<file path="src/rtl/instr_fetch_pkg.sv">
// Shared types and constants for the instruction fetch unit.
package instr_fetch_pkg;

  localparam int unsigned XLEN = 32;
  localparam logic [XLEN-1:0] INSTR_NOP = 32'h0000_0013;

  localparam logic [1:0] ST_BOOT = 2'd0;
  localparam logic [1:0] ST_RUN  = 2'd1;
  localparam logic [1:0] ST_HALT = 2'd2;

  typedef struct packed {
    logic [XLEN-1:0] pc;
    logic [XLEN-1:0] instr;
    logic            fault;
  } fetch_entry_t;

  localparam int unsigned ENTRY_W = $bits(fetch_entry_t);

endpackage

</file>
<file path="src/rtl/fetch_fifo.sv">
// Registered FIFO buffering fetched instructions; flush may coincide with a push
// that then becomes the only entry.
module fetch_fifo #(
  parameter int unsigned      DEPTH     = 2,
  parameter int unsigned      WIDTH     = 65,
  parameter logic [WIDTH-1:0] RESET_VAL = '0
) (
  input  logic                         clk,
  input  logic                         rst_n,
  input  logic                         push,
  input  logic                         pop,
  input  logic                         flush,
  input  logic [WIDTH-1:0]             din,
  output logic [WIDTH-1:0]             dout,
  output logic [$clog2(DEPTH+1)-1:0]   count
);

  localparam int unsigned CNT_W = $clog2(DEPTH + 1);
  localparam int unsigned PTR_W = (DEPTH > 1) ? $clog2(DEPTH) : 1;

  logic [WIDTH-1:0] mem [DEPTH];
  logic [PTR_W-1:0] rd_ptr;
  logic [PTR_W-1:0] wr_ptr;
  logic             do_pop;
  logic             do_push;

  function automatic logic [PTR_W-1:0] ptr_inc(input logic [PTR_W-1:0] p);
    return (p == PTR_W'(DEPTH - 1)) ? PTR_W'(0) : p + PTR_W'(1);
  endfunction

  assign do_pop  = pop && (count != '0);
  assign do_push = push && ((count != CNT_W'(DEPTH)) || do_pop);
  assign dout    = mem[rd_ptr];

  always_ff @(posedge clk or negedge rst_n) begin
    if (!rst_n) begin
      for (int i = 0; i < int'(DEPTH); i++) mem[i] <= RESET_VAL;
      rd_ptr <= '0;
      wr_ptr <= '0;
      count  <= '0;
    end else if (flush) begin
      rd_ptr <= '0;
      wr_ptr <= push ? ptr_inc(PTR_W'(0)) : PTR_W'(0);
      count  <= push ? CNT_W'(1) : CNT_W'(0);
      if (push) mem[0] <= din;
    end else begin
      if (do_push) begin
        mem[wr_ptr] <= din;
        wr_ptr      <= ptr_inc(wr_ptr);
      end
      if (do_pop) rd_ptr <= ptr_inc(rd_ptr);
      count <= count + CNT_W'(do_push) - CNT_W'(do_pop);
    end
  end

endmodule

</file>
<file path="src/rtl/instr_fetch.sv">
// Instruction fetch: issues in-order memory requests, buffers responses for ID,
// and handles redirects, misaligned targets and bus errors (HALT until redirect).
module instr_fetch
  import instr_fetch_pkg::*;
#(
  parameter logic [31:0] RESET_PC  = 32'h0000_0000,
  parameter int unsigned BUF_DEPTH = 2
) (
  input  logic        clk,
  input  logic        rst_n,
  output logic        imem_req_o,
  output logic [31:0] imem_addr_o,
  input  logic        imem_gnt_i,
  input  logic        imem_rvalid_i,
  input  logic [31:0] imem_rdata_i,
  input  logic        imem_err_i,
  input  logic        redirect_i,
  input  logic [31:0] redirect_pc_i,
  input  logic        id_ready_i,
  output logic        instr_valid_o,
  output logic [31:0] instruction_o,
  output logic [31:0] pc_o,
  output logic        instr_fault_o
);

  localparam int unsigned CNT_W = $clog2(BUF_DEPTH + 1);
  localparam int unsigned SUM_W = CNT_W + 1;

  logic [1:0]       state, state_n;
  logic [31:0]      fetch_pc, fetch_pc_n;
  logic [31:0]      resp_pc, resp_pc_n;
  logic [CNT_W-1:0] outstanding, outstanding_n;
  logic [CNT_W-1:0] discard, discard_n;
  logic [CNT_W-1:0] buf_count;
  logic             grant;
  logic             push, pop, flush;
  fetch_entry_t     push_entry;
  fetch_entry_t     head;

  // Credit check counts buffered entries before this cycle's pop.
  assign imem_req_o = (state == ST_RUN) && !redirect_i &&
                      ((SUM_W'(outstanding) + SUM_W'(buf_count)) < SUM_W'(BUF_DEPTH));
  assign imem_addr_o = fetch_pc;
  assign grant       = imem_req_o && imem_gnt_i;

  assign instr_valid_o = (buf_count != '0);
  assign pop           = instr_valid_o && id_ready_i;
  assign instruction_o = head.instr;
  assign pc_o          = head.pc;
  assign instr_fault_o = head.fault;

  always_comb begin
    state_n       = state;
    fetch_pc_n    = fetch_pc;
    resp_pc_n     = resp_pc;
    outstanding_n = outstanding + CNT_W'(grant) - CNT_W'(imem_rvalid_i);
    discard_n     = discard;
    push          = 1'b0;
    flush         = 1'b0;
    push_entry    = '{pc: resp_pc, instr: imem_rdata_i, fault: 1'b0};

    if (grant) fetch_pc_n = fetch_pc + 32'd4;
    if (state == ST_BOOT) state_n = ST_RUN;

    if ((state != ST_BOOT) && redirect_i) begin
      // Everything still in flight belongs to the old stream.
      flush      = 1'b1;
      fetch_pc_n = redirect_pc_i;
      resp_pc_n  = redirect_pc_i;
      discard_n  = outstanding - CNT_W'(imem_rvalid_i);
      state_n    = ST_RUN;
      if (redirect_pc_i[1:0] != 2'b00) begin
        push       = 1'b1;
        push_entry = '{pc: redirect_pc_i, instr: INSTR_NOP, fault: 1'b1};
        state_n    = ST_HALT;
      end
    end else if (imem_rvalid_i) begin
      if (discard != '0) begin
        discard_n = discard - CNT_W'(1);
      end else begin
        push      = 1'b1;
        resp_pc_n = resp_pc + 32'd4;
        if (imem_err_i) begin
          push_entry = '{pc: resp_pc, instr: INSTR_NOP, fault: 1'b1};
          state_n    = ST_HALT;
          discard_n  = outstanding_n;
        end
      end
    end
  end

  always_ff @(posedge clk or negedge rst_n) begin
    if (!rst_n) begin
      state       <= ST_BOOT;
      fetch_pc    <= RESET_PC;
      resp_pc     <= RESET_PC;
      outstanding <= '0;
      discard     <= '0;
    end else begin
      state       <= state_n;
      fetch_pc    <= fetch_pc_n;
      resp_pc     <= resp_pc_n;
      outstanding <= outstanding_n;
      discard     <= discard_n;
    end
  end

  fetch_fifo #(
    .DEPTH     (BUF_DEPTH),
    .WIDTH     (ENTRY_W),
    .RESET_VAL (ENTRY_W'({RESET_PC, INSTR_NOP, 1'b0}))
  ) u_fifo (
    .clk   (clk),
    .rst_n (rst_n),
    .push  (push),
    .pop   (pop),
    .flush (flush),
    .din   (push_entry),
    .dout  (head),
    .count (buf_count)
  );

endmodule
</file>
<file path="config.mk">
export PLATFORM = sky130hd
export DESIGN_NAME = instr_fetch
export DESIGN_NICKNAME = d
export VERILOG_FILES = /design/src/rtl/instr_fetch_pkg.sv /design/src/rtl/fetch_fifo.sv /design/src/rtl/instr_fetch.sv
export SDC_FILE = /design/constraint.sdc
export NUM_CORES = 1
export LEC_CHECK = 0
export CAP_MARGIN = 30
export CORE_MARGIN = 2
export CORE_UTILIZATION = 41
export DETAILED_ROUTE_END_ITERATION = 8
export GPL_TIMING_DRIVEN = 1
export HOLD_SLACK_MARGIN = 0.08
export MAX_ROUTING_LAYER = met4
export PLACE_DENSITY = 0.65
export SYNTH_ARGS = -nofsm -noshare
export SYNTH_HDL_FRONTEND = slang
export SYNTH_SLANG_ARGS = --single-unit
</file>
<file path="constraint.sdc">
create_clock -name clk -period 4.2 [get_ports clk]
set_input_delay 0.84 -clock clk [delete_from_list [all_inputs] [get_ports clk]]
set_output_delay 0.84 -clock clk [all_outputs]
set_load 0.05 [all_outputs]
</file>
==> results.tsv, run 1 <==
metric	value	unit
Total GRT Usage	20.8	%
# DRC	0	
Setup Viol. Count Final	0	
Tmin final	3.79	ns
Tcrit/Tclk final	90.3	%
most frequent cells after synthesis	nand2_1 (202), dfrtp_1 (198), o21ai_0 (132)	
power density over cell area	834	mW/mm^2
postcts setup bufs	0	
count of input and output buffers	169	
Crit. End Element	output pin	
Finished Layout Cells	1536	
post-cts sizing count	0	
clock-pin slew on the worst setup and hold paths	0.06	ns
most common cell in the synthesized netlist	nand2_1	
Sink Count	204	
synthesis-stage register bit count	204	
synth unique cells	55	
Starting Density	41.3	%
Required @ worst endpoint	3.36	ns
critical path startpoint category	flip-flop	
Worst VDD drop	0.404	mV
post-route ant nets	0	
global-route wire length before repair	42200	microns
Final Wtd Congestion	0.821	
share of cells above drive strength 1	11.7	%
total wire length	25800	microns
Hold Path Class	in2async	
Via Count	8154	
leakage	5.42	nW
synth warn	0	
dominant synthesized flop cell	dfrtp_1	
CP max FO	3	
area share of the largest cell type after synthesis	49.8	%
fin. max-slew vios	0	
first-iteration detailed-routing DRC count	487	
Setup CP Type	reg2out	
Routed WL per cell	16.8	microns
FFs w/ async S/R, synth	100	%
hold_buf cts	0	
DP HPWL	17400	microns
largest cells by area after synthesis	dfrtp_1 (50%), nand2_1 (7.6%), mux2_2 (7.4%)	
Layout area overhead	28.5	%
sum of negative setup slack	0	ns
DP Cell Count	1492	
fin nets	1273	
CTS buffer count	24	
via count of the first global-routing pass	7886	
worst setup path start	u_fifo.count[0]	
root buf cell	clkbuf_16	
Max Clock Freq	0.264	GHz
Mapped Nets	1123	
Die W	160	microns
run status	finished, final reports clean	
antenna violations before repair	0	
via density per instance	5.31	
H-Tree Depth	1	
Die Area	0.0255	sq mm
Max Cap Viol	0	
Longest Clk Path Bufs	3	
Setup Skew	0.0148	ns
die height	160	microns
global route total overflow	0	
RSZ-0062 raised after global routing	false	
arrival time at the worst endpoint	2.95	ns
Post-synth EDFFs	0	
CTS tree	done	
RR Startpoint	u_fifo.count[0]	
core region area	0.0241	sq mm
Final Hold Vio Count	0	
synthesized area	0.00995	sq mm
synthesized area per cell	9.54	sq um
Rows	57	
Worst Max-Slew Pin Slew	0.948	ns
Skew-Pair Late Insertion Delay	0.51	ns
I/O pin count	170	
Synth area leader	dfrtp_1	
First-pass DRT Iterations	5	
register area share after synthesis	51.4	%
Post-Synthesis Cells	1044	
worst rel slew slack	36.8	%
pin count of the biggest net entering global routing	103	
critical path, cell delays in order, from the launching register on:
cell             delay, ns
dfrtp_1               0.36
inv_1                 0.06
nor2_1                0.13
fa_1                  0.43
nor4b_2               0.38
nor2b_1               0.25
clkdlybuf4s50_1       0.84
state kept, by name, indices dropped and copies added, names as in the netlist:
signal,count
state,2
u_fifo.rd_ptr,1
discard,2
outstanding,2
u_fifo.count,2
imem_addr_o,32
u_fifo.mem,130
u_fifo.wr_ptr,1
resp_pc,32
per-layer routing:
layer | global-route usage, % | vias to the layer above | wire length (microns)
met2 | 30.5 | 245 | 11500
met1 | 31.2 | 3931 | 12600
met5 | - | - | 0
li1 | - | 3955 | -
met4 | 2.99 | 0 | 224
met3 | 3.06 | 23 | 1530
where the power goes:
group / switching, mW / leakage, nW / internal, mW
Sequential: 0.643 / 2.48 / 2.77
Combinational: 3.33 / 2.57 / 1.93
Clock: 0.806 / 0.375 / 1.18
placed cells by master (no fill, tap or decap), types with 2 or more instances in the layout:
master           instances
clkbuf_1                 8
mux2_2                  65
nand3_1                 25
or2_2                    3
a21boi_0                 3
mux2i_1                 31
o21ai_4                  3
clkdlybuf4s50_1        168
dfstp_2                  6
nor3b_1                  2
o311ai_0                 7
clkbuf_16               25
buf_12                   3
o21a_1                   2
clkinv_2                 4
nor2b_1                  3
inv_1                   12
and3_1                   3
xor2_1                  27
clkbuf_8                 6
ha_1                     7
nor2_1                  73
o21bai_1                 2
dfrtp_1                197
nand2_1                202
nand4_1                 32
nor4_2                   3
or3_1                    6
o21a_2                   2
o21ai_0                130
o31ai_1                  2
buf_4                   15
xnor2_1                 12
a21oi_1                 61
nor4_1                   6
and2_1                   6
a31oi_1                  6
o211ai_1                12
nor3_1                   4
or4_1                    5
final timing paths:
| check | to | slack (ns) | cells after the start |
|---|---|---|---|
| worst min-delay path | u_fifo.mem[21] | 0.40 | 1 |
| worst max register to register | imem_addr_o[31] | 1.15 | 10 |
| min in group clk | u_fifo.mem[21] | 0.47 | 2 |
| worst max-delay path | imem_req_o | 0.41 | 6 |
| max in group asynchronous | u_fifo.mem[7] | 2.80 | 2 |
| worst min register to register | u_fifo.mem[21] | 0.47 | 2 |
metrics by stage:
stage                     cell area [sq um]  setup WS, ns  utilization, %  hold WS, ns  power [mW]
after detailed placement              12000         0.479            49.9        0.460        8.72
final                                 12800         0.408            53.1        0.396        10.7
after floorplan                        9950          1.16               -        0.441        7.00
after global routing                  12800         0.259            53.0        0.490        11.3
after CTS                             12800         0.401            53.0        0.459        10.8
after global placement                12000         0.467            49.9        0.454        8.65
cells by family (layout without fill, tap and decap cells):
| group | Yosys count | in the layout | share of synthesized area, % |
|---|---|---|---|
| adders and majority gates | 8 | 8 | 1.08 |
| buffers and inverters | 76 | 243 | 3.00 |
| DFF | 204 | 204 | 51.4 |
| muxes | 96 | 96 | 10.5 |
| xor gates and xnor gates | 39 | 39 | 3.43 |
| other | 0 | 1 | 0 |
| AOI/OAI and AO/OA | 238 | 238 | 13.2 |
| and+or+nand+nor | 383 | 383 | 17.4 |
final cells by class:
type                       count  area (sq um)
fill                        2235         11300
clock inverter                 5          31.3
inverter                      13          48.8
timing repair buffer         187          1870
antenna                        1          2.50
multi-input combinational    764          4590
sequential                   204          5110
tap                          324           405
clock buffer                  38           724
No activity file was read; power rests on OpenSTA's default activity.
==> inputs of run 2 (changes only) <==
- SLEW_MARGIN: default -> 40
==> results.tsv, run 2 (synthesis gave the netlist of run 1 again) <==
metric	value	unit	change
run status	finished, final reports clean		unchanged
via density per instance	5.30		was 5.31
Int Power	5.93	mW	was 5.89 mW
fin. max-slew vios	0		unchanged
clock-pin slew on the worst setup and hold paths	0.06	ns	about the same
Routed WL per cell	16.8	microns	about the same
global route total overflow	0		unchanged
hold_buf cts	0		unchanged
power density over cell area	834	mW/mm^2	about the same
postcts setup bufs	0		unchanged
RSZ-0062 raised after global routing	false		unchanged
Hold Path Class	in2async		unchanged
Tmin final	3.79	ns	about the same
CTS buffer count	23		was 24
Setup CP Type	reg2out		unchanged
I/O pin count	170		unchanged
setup ws final	0.414	ns	was 0.408 ns
Rows	57		unchanged
Via Count	8134		was 8154
Skew-Pair Late Insertion Delay	0.50	ns	was 0.51 ns
total wire length	25800	microns	about the same
die height	160	microns	unchanged
sequential share of power	31.9	%	was 32.0%
arrival time at the worst endpoint	2.95	ns	about the same
Longest Clk Path Bufs	3		unchanged
Final Hold Vio Count	0		unchanged
critical path startpoint category	flip-flop		unchanged
pin count of the biggest net entering global routing	103		unchanged
max reg flops	130		unchanged
combinational share of power	49.3	%	about the same
worst rel slew slack	49.3	%	was 36.8%
# fillers	2216		was 2235
H-Tree Depth	1		unchanged
core region area	0.0241	sq mm	unchanged
Setup Viol. Count Final	0		unchanged
Sink Count	204		unchanged
Die W	160	microns	unchanged
count of input and output buffers	169		unchanged
First-pass DRT Iterations	5		unchanged
Largest Register	u_fifo.mem		unchanged
Post-Place Worst Slack	0.497	ns	was 0.479 ns
fin nets	1273		unchanged
Worst Max-Slew Pin Slew	0.758	ns	was 0.948 ns
Setup Skew	0.0133	ns	was 0.0148 ns
Max Cap Viol	0		unchanged
Crit. End Element	output pin		unchanged
post-cts sizing count	0		unchanged
CP max FO	3		unchanged
Required @ worst endpoint	3.36	ns	about the same
global-route wire length before repair	42000	microns	was 42200 microns
Die Area	0.0255	sq mm	unchanged
root buf cell	clkbuf_16		unchanged
Layout area overhead	28.8	%	was 28.5%
share of cells above drive strength 1	11.9	%	was 11.7%
switching share of power	44.5	%	was 44.8%
Clk pwr share	18.8	%	was 18.6%
CTS tree	done		unchanged
Worst VDD drop	0.393	mV	was 0.404 mV
DP HPWL	17400	microns	about the same
leakage	5.43	nW	was 5.42 nW
most common cell after layout, fill and taps aside	nand2_1		unchanged
Final Wtd Congestion	0.821		unchanged
most frequent cells in the layout	nand2_1 (202), dfrtp_1 (197), clkdlybuf4s50_1 (168), o21ai_0 (130), nor2_1 (73)		unchanged
Tcrit/Tclk final	90.1	%	was 90.3%
Switch Pwr	4.76	mW	was 4.78 mW
sum of negative setup slack	0	ns	unchanged
post-route ant nets	0		unchanged
# DRC	0		unchanged
Total GRT Usage	20.6	%	was 20.8%
antenna violations before repair	1		was 0
first-iteration detailed-routing DRC count	482		was 487
via count of the first global-routing pass	7865		was 7886
Max Clock Freq	0.264	GHz	about the same
Starting Density	41.3	%	unchanged
[run 2: worst paths after layout]
kind / from / to / slack (ns) / depth (start not counted)
min: rst_n / u_fifo.mem[21] / 0.27 / 1
min in group clk: resp_pc[1] / resp_pc[1] / 0.47 / 2
max: u_fifo.count[0] / imem_req_o / 0.41 / 6
max reg2reg: u_fifo.count[0] / imem_addr_o[31] / 1.17 / 10
min reg2reg: resp_pc[1] / resp_pc[1] / 0.47 / 2
max in group asynchronous: rst_n / imem_addr_o[23] / 2.92 / 3
[run 2: layer usage]
metal	global-route usage, %	share of wire [%]
met1	30.8	49
met5	-	0
met2	30.0	44
met4	4.01	1.2
met3	3.17	5.7
[run 2: area by class of cell]
| cell class | instances | area (sq um) | share of cell area (%) |
|---|---|---|---|
| antenna | 1 | 2.50 | 0.0195 |
| clock buffer | 29 | 618 | 4.82 |
| clock inverter | 11 | 133 | 1.03 |
| inverter | 13 | 48.8 | 0.381 |
| multi-input combinational | 764 | 4600 | 35.9 |
| sequential | 204 | 5110 | 39.9 |
| tap | 324 | 405 | 3.16 |
| timing repair buffer | 188 | 1900 | 14.8 |
[run 2: worst max-delay path: stages (launching register included)]
cell	delay (ns)
dfrtp_1	0.36
inv_1	0.06
nor2_1	0.13
fa_1	0.43
nor4b_2	0.37
nor2b_1	0.26
clkdlybuf4s50_1	0.84
[run 2: power by group through the flow]
stage	clock network, mW	logic, mW	registers [mW]
global placement	0	5.24	3.41
global route	2.13	5.64	3.54
CTS	2.06	5.31	3.41
detailed placement	0	5.29	3.44
finish	2.01	5.27	3.42
floorplan	0	3.44	3.56
[run 2: through the flow]
step / instances / util (%) / instance area, sq um / hold slack, ns / power [mW]
2_1_floorplan: 1044 / - / 9950 / 0.441 / 7.00
3_3_place_gp: 1492 / 49.9 / 12000 / 0.454 / 8.65
3_5_place_dp: 1492 / 49.9 / 12000 / 0.460 / 8.73
4_1_cts: 1532 / 53.0 / 12800 / 0.472 / 10.8
5_1_grt: 1534 / 53.2 / 12800 / 0.298 / 11.3
6_report: 1534 / 53.2 / 12800 / 0.270 / 10.7
==> inputs of run 3 (changes only) <==
- ABC_AREA: default -> 1
- CORE_MARGIN: 2 -> default
- PLACE_DENSITY: 0.65 -> 0.64
==> results.tsv, run 3 <==
metric	value	unit	change
pin count of the biggest net entering global routing	94		was 103
fin. max-slew vios	0		unchanged
critical path startpoint category	flip-flop		unchanged
most common cell in the synthesized netlist	nand2_1		unchanged
global route total overflow	0		unchanged
FFs w/ async S/R, synth	100	%	unchanged
Skew-Pair Late Insertion Delay	0.52	ns	was 0.50 ns
Die Area	0.0283	sq mm	was 0.0255 sq mm
First-pass DRT Iterations	5		unchanged
Routed WL per cell	16.1	microns	was 16.8 microns
Post-Synthesis Cells	1615		was 1044
Setup Viol. Count Final	0		unchanged
Crit path max-delay family	buffers and inverters		unchanged
count of input and output buffers	169		unchanged
Starting Density	41.9	%	was 41.3%
sum of negative setup slack	0	ns	unchanged
global-route wire length before repair	54200	microns	was 42000 microns
via density per instance	5.07		was 5.30
most common cell after layout, fill and taps aside	nand2_1		unchanged
# DRC	0		unchanged
hold_buf cts	0		unchanged
WP depth	6		unchanged
Via Count	10700		was 8134
clock-pin slew on the worst setup and hold paths	0.06	ns	about the same
RSZ-0062 raised after global routing	false		unchanged
largest cells by area after synthesis	dfrtp_1 (44%), nand2_1 (24%), nand3_1 (7.8%)		was dfrtp_1 (50%), nand2_1 (7.6%), mux2_2 (7.4%)
Die W	168	microns	was 160 microns
critical path, cell by cell	nand2_1 -> inv_1 -> fa_1 -> nor2_1 -> and3_1 -> clkdlybuf4s50_1		was inv_1 -> nor2_1 -> fa_1 -> nor4b_2 -> nor2b_1 -> clkdlybuf4s50_1
Setup Skew	0.0125	ns	was 0.0133 ns
run status	finished, final reports clean		unchanged
Final Hold Vio Count	0		unchanged
share of cells above drive strength 1	7.51	%	was 11.9%
Mapped Nets	1694		was 1123
Crit. End Element	output pin		unchanged
Tmin final	3.51	ns	was 3.79 ns
Rows	60		was 57
synthesized area	0.0113	sq mm	was 0.00995 sq mm
CP max FO	3		unchanged
slowest stage delay, CP	0.81	ns	was 0.84 ns
depth of the most critical reg-to-reg path	8		was 10
I/O pin count	170		unchanged
Final Wtd Congestion	0.961		was 0.821
post-cts sizing count	0		unchanged
first-iteration detailed-routing DRC count	859		was 482
synthesis-stage register bit count	204		unchanged
core region area	0.0270	sq mm	was 0.0241 sq mm
Synth area leader	dfrtp_1		unchanged
critical path's slowest cell	clkdlybuf4s50_1		unchanged
synthesized area per cell	7.02	sq um	was 9.54 sq um
leakage	7.00	nW	was 5.43 nW
max reg flops	130		unchanged
Total GRT Usage	24.9	%	was 20.6%
Sink Count	204		unchanged
root buf cell	clkbuf_16		unchanged
die height	168	microns	was 160 microns
Layout area overhead	23.9	%	was 28.8%
power density over cell area	774	mW/mm^2	was 834 mW/mm^2
Max Clock Freq	0.285	GHz	was 0.264 GHz
DP HPWL	24100	microns	was 17400 microns
register area share after synthesis	45.1	%	was 51.4%
via count of the first global-routing pass	10000		was 7865
Post-synth EDFFs	0		unchanged
CTS buffer count	24		was 23
RR Startpoint	state[1]		was u_fifo.count[0]
Buf/Inv on CP	2		unchanged
post-route ant nets	0		unchanged
Required @ worst endpoint	3.36	ns	about the same
ant diodes	0		was 1
most frequent cells after synthesis	nand2_1 (720), dfrtp_1 (198), nand3_1 (176)		was nand2_1 (202), dfrtp_1 (198), o21ai_0 (132)
Tcrit/Tclk final	83.6	%	was 90.1%
Hold Path Class	in2async		unchanged
area share of the largest cell type after synthesis	43.7	%	was 49.8%
antenna violations before repair	0		was 1
most frequent cells in the layout	nand2_1 (720), dfrtp_1 (198), nand3_1 (176), clkdlybuf4s50_1 (140), nor2_1 (132)		was nand2_1 (202), dfrtp_1 (197), clkdlybuf4s50_1 (168), o21ai_0 (130), nor2_1 (73)
Worst Max-Slew Pin Slew	0.814	ns	was 0.758 ns
Largest Register	u_fifo.mem		unchanged
Worst VDD drop	0.353	mV	was 0.393 mV
CTS tree	done		unchanged
synth warn	0		unchanged
total wire length	34000	microns	was 25800 microns
synth unique cells	38		was 55
Max Cap Viol	0		unchanged
arrival time at the worst endpoint	2.67	ns	was 2.95 ns
Longest Clk Path Bufs	3		unchanged
Setup CP Type	reg2out		unchanged
H-Tree Depth	1		unchanged
postcts setup bufs	0		unchanged
worst setup path start	outstanding[0]		was u_fifo.count[0]
Placed Area	0.0132	sq mm	was 0.0120 sq mm
dominant synthesized flop cell	dfrtp_1		unchanged
final instance area	0.0140	sq mm	was 0.0128 sq mm
fin nets	1832		was 1273
worst rel slew slack	45.7	%	was 49.3%
run 3: cell types whose count changed after synthesis, moves of 26 or more:
cell     before  now
a21oi_1      61   15
buf_2         8   34
inv_1        12  105
mux2_2       65    0
mux2i_1      31    0
nand2_1     202  720
nand3_1      26  176
nand4_1      32    4
nor2_1       73  132
o21ai_0     132   90
run 3: per-layer routing:
layer / wire length, microns / share of wire, % / vias up / global-route usage, %
met4: 711 / 2.1 / 0 / 6.28
met3: 1850 / 5.4 / 46 / 2.99
met5: 0 / 0 / - / -
met1: 16500 / 49 / 5006 / 36.2
li1: - / - / 5353 / -
met2: 14900 / 44 / 308 / 36.9
run 3: report_power, final:
part,switching (mW),internal [mW],total [mW]
logic,3.67,1.64,5.30
clock network,0.840,1.32,2.16
registers,0.635,2.77,3.40
total,5.14,5.73,10.9
run 3: metrics by stage:
step | power, mW | util [%] | setup WS (ns) | hold WS [ns] | instances
floorplan | 7.02 | - | 1.49 | 0.449 | 1615
global placement | 8.66 | 48.9 | 0.836 | 0.466 | 2068
detailed placement | 8.74 | 48.9 | 0.806 | 0.473 | 2068
CTS | 10.9 | 52.0 | 0.670 | 0.424 | 2111
global route | 11.6 | 52.0 | 0.601 | 0.397 | 2111
finish | 10.9 | 52.0 | 0.691 | 0.329 | 2111
run 3: cell families (layout without fill, tap and decap cells):
family | Yosys count | count (layout) | synth area share [%]
buffers and inverters | 183 | 338 | 6.89
XOR/XNOR | 28 | 28 | 2.16
adder cells (fa/ha/maj) | 8 | 8 | 0.949
AND/OR/NAND/NOR | 1052 | 1052 | 37.7
flip-flops | 204 | 204 | 45.1
AO/OA/AOI/OAI | 140 | 140 | 7.24
run 3: path summary, 6_finish.rpt:
| check | to | slack [ns] |
|---|---|---|
| hold / removal | u_fifo.mem[13] | 0.33 |
| min in group clk | u_fifo.mem[16] | 0.48 |
| setup / recovery | imem_req_o | 0.69 |
| hold reg to reg | u_fifo.mem[16] | 0.48 |
| setup reg to reg | u_fifo.mem[110] | 1.38 |
| max in group asynchronous | u_fifo.mem[70] | 2.99 |
run 3: final cells by class:
cell class                 count  area (sq um)
clock buffer                  32           681
fill                        2633         13000
inverter                     107           403
multi-input combinational   1228          5470
tap                          341           427
clock inverter                11           148
timing repair buffer         188          1810
sequential                   204          5110
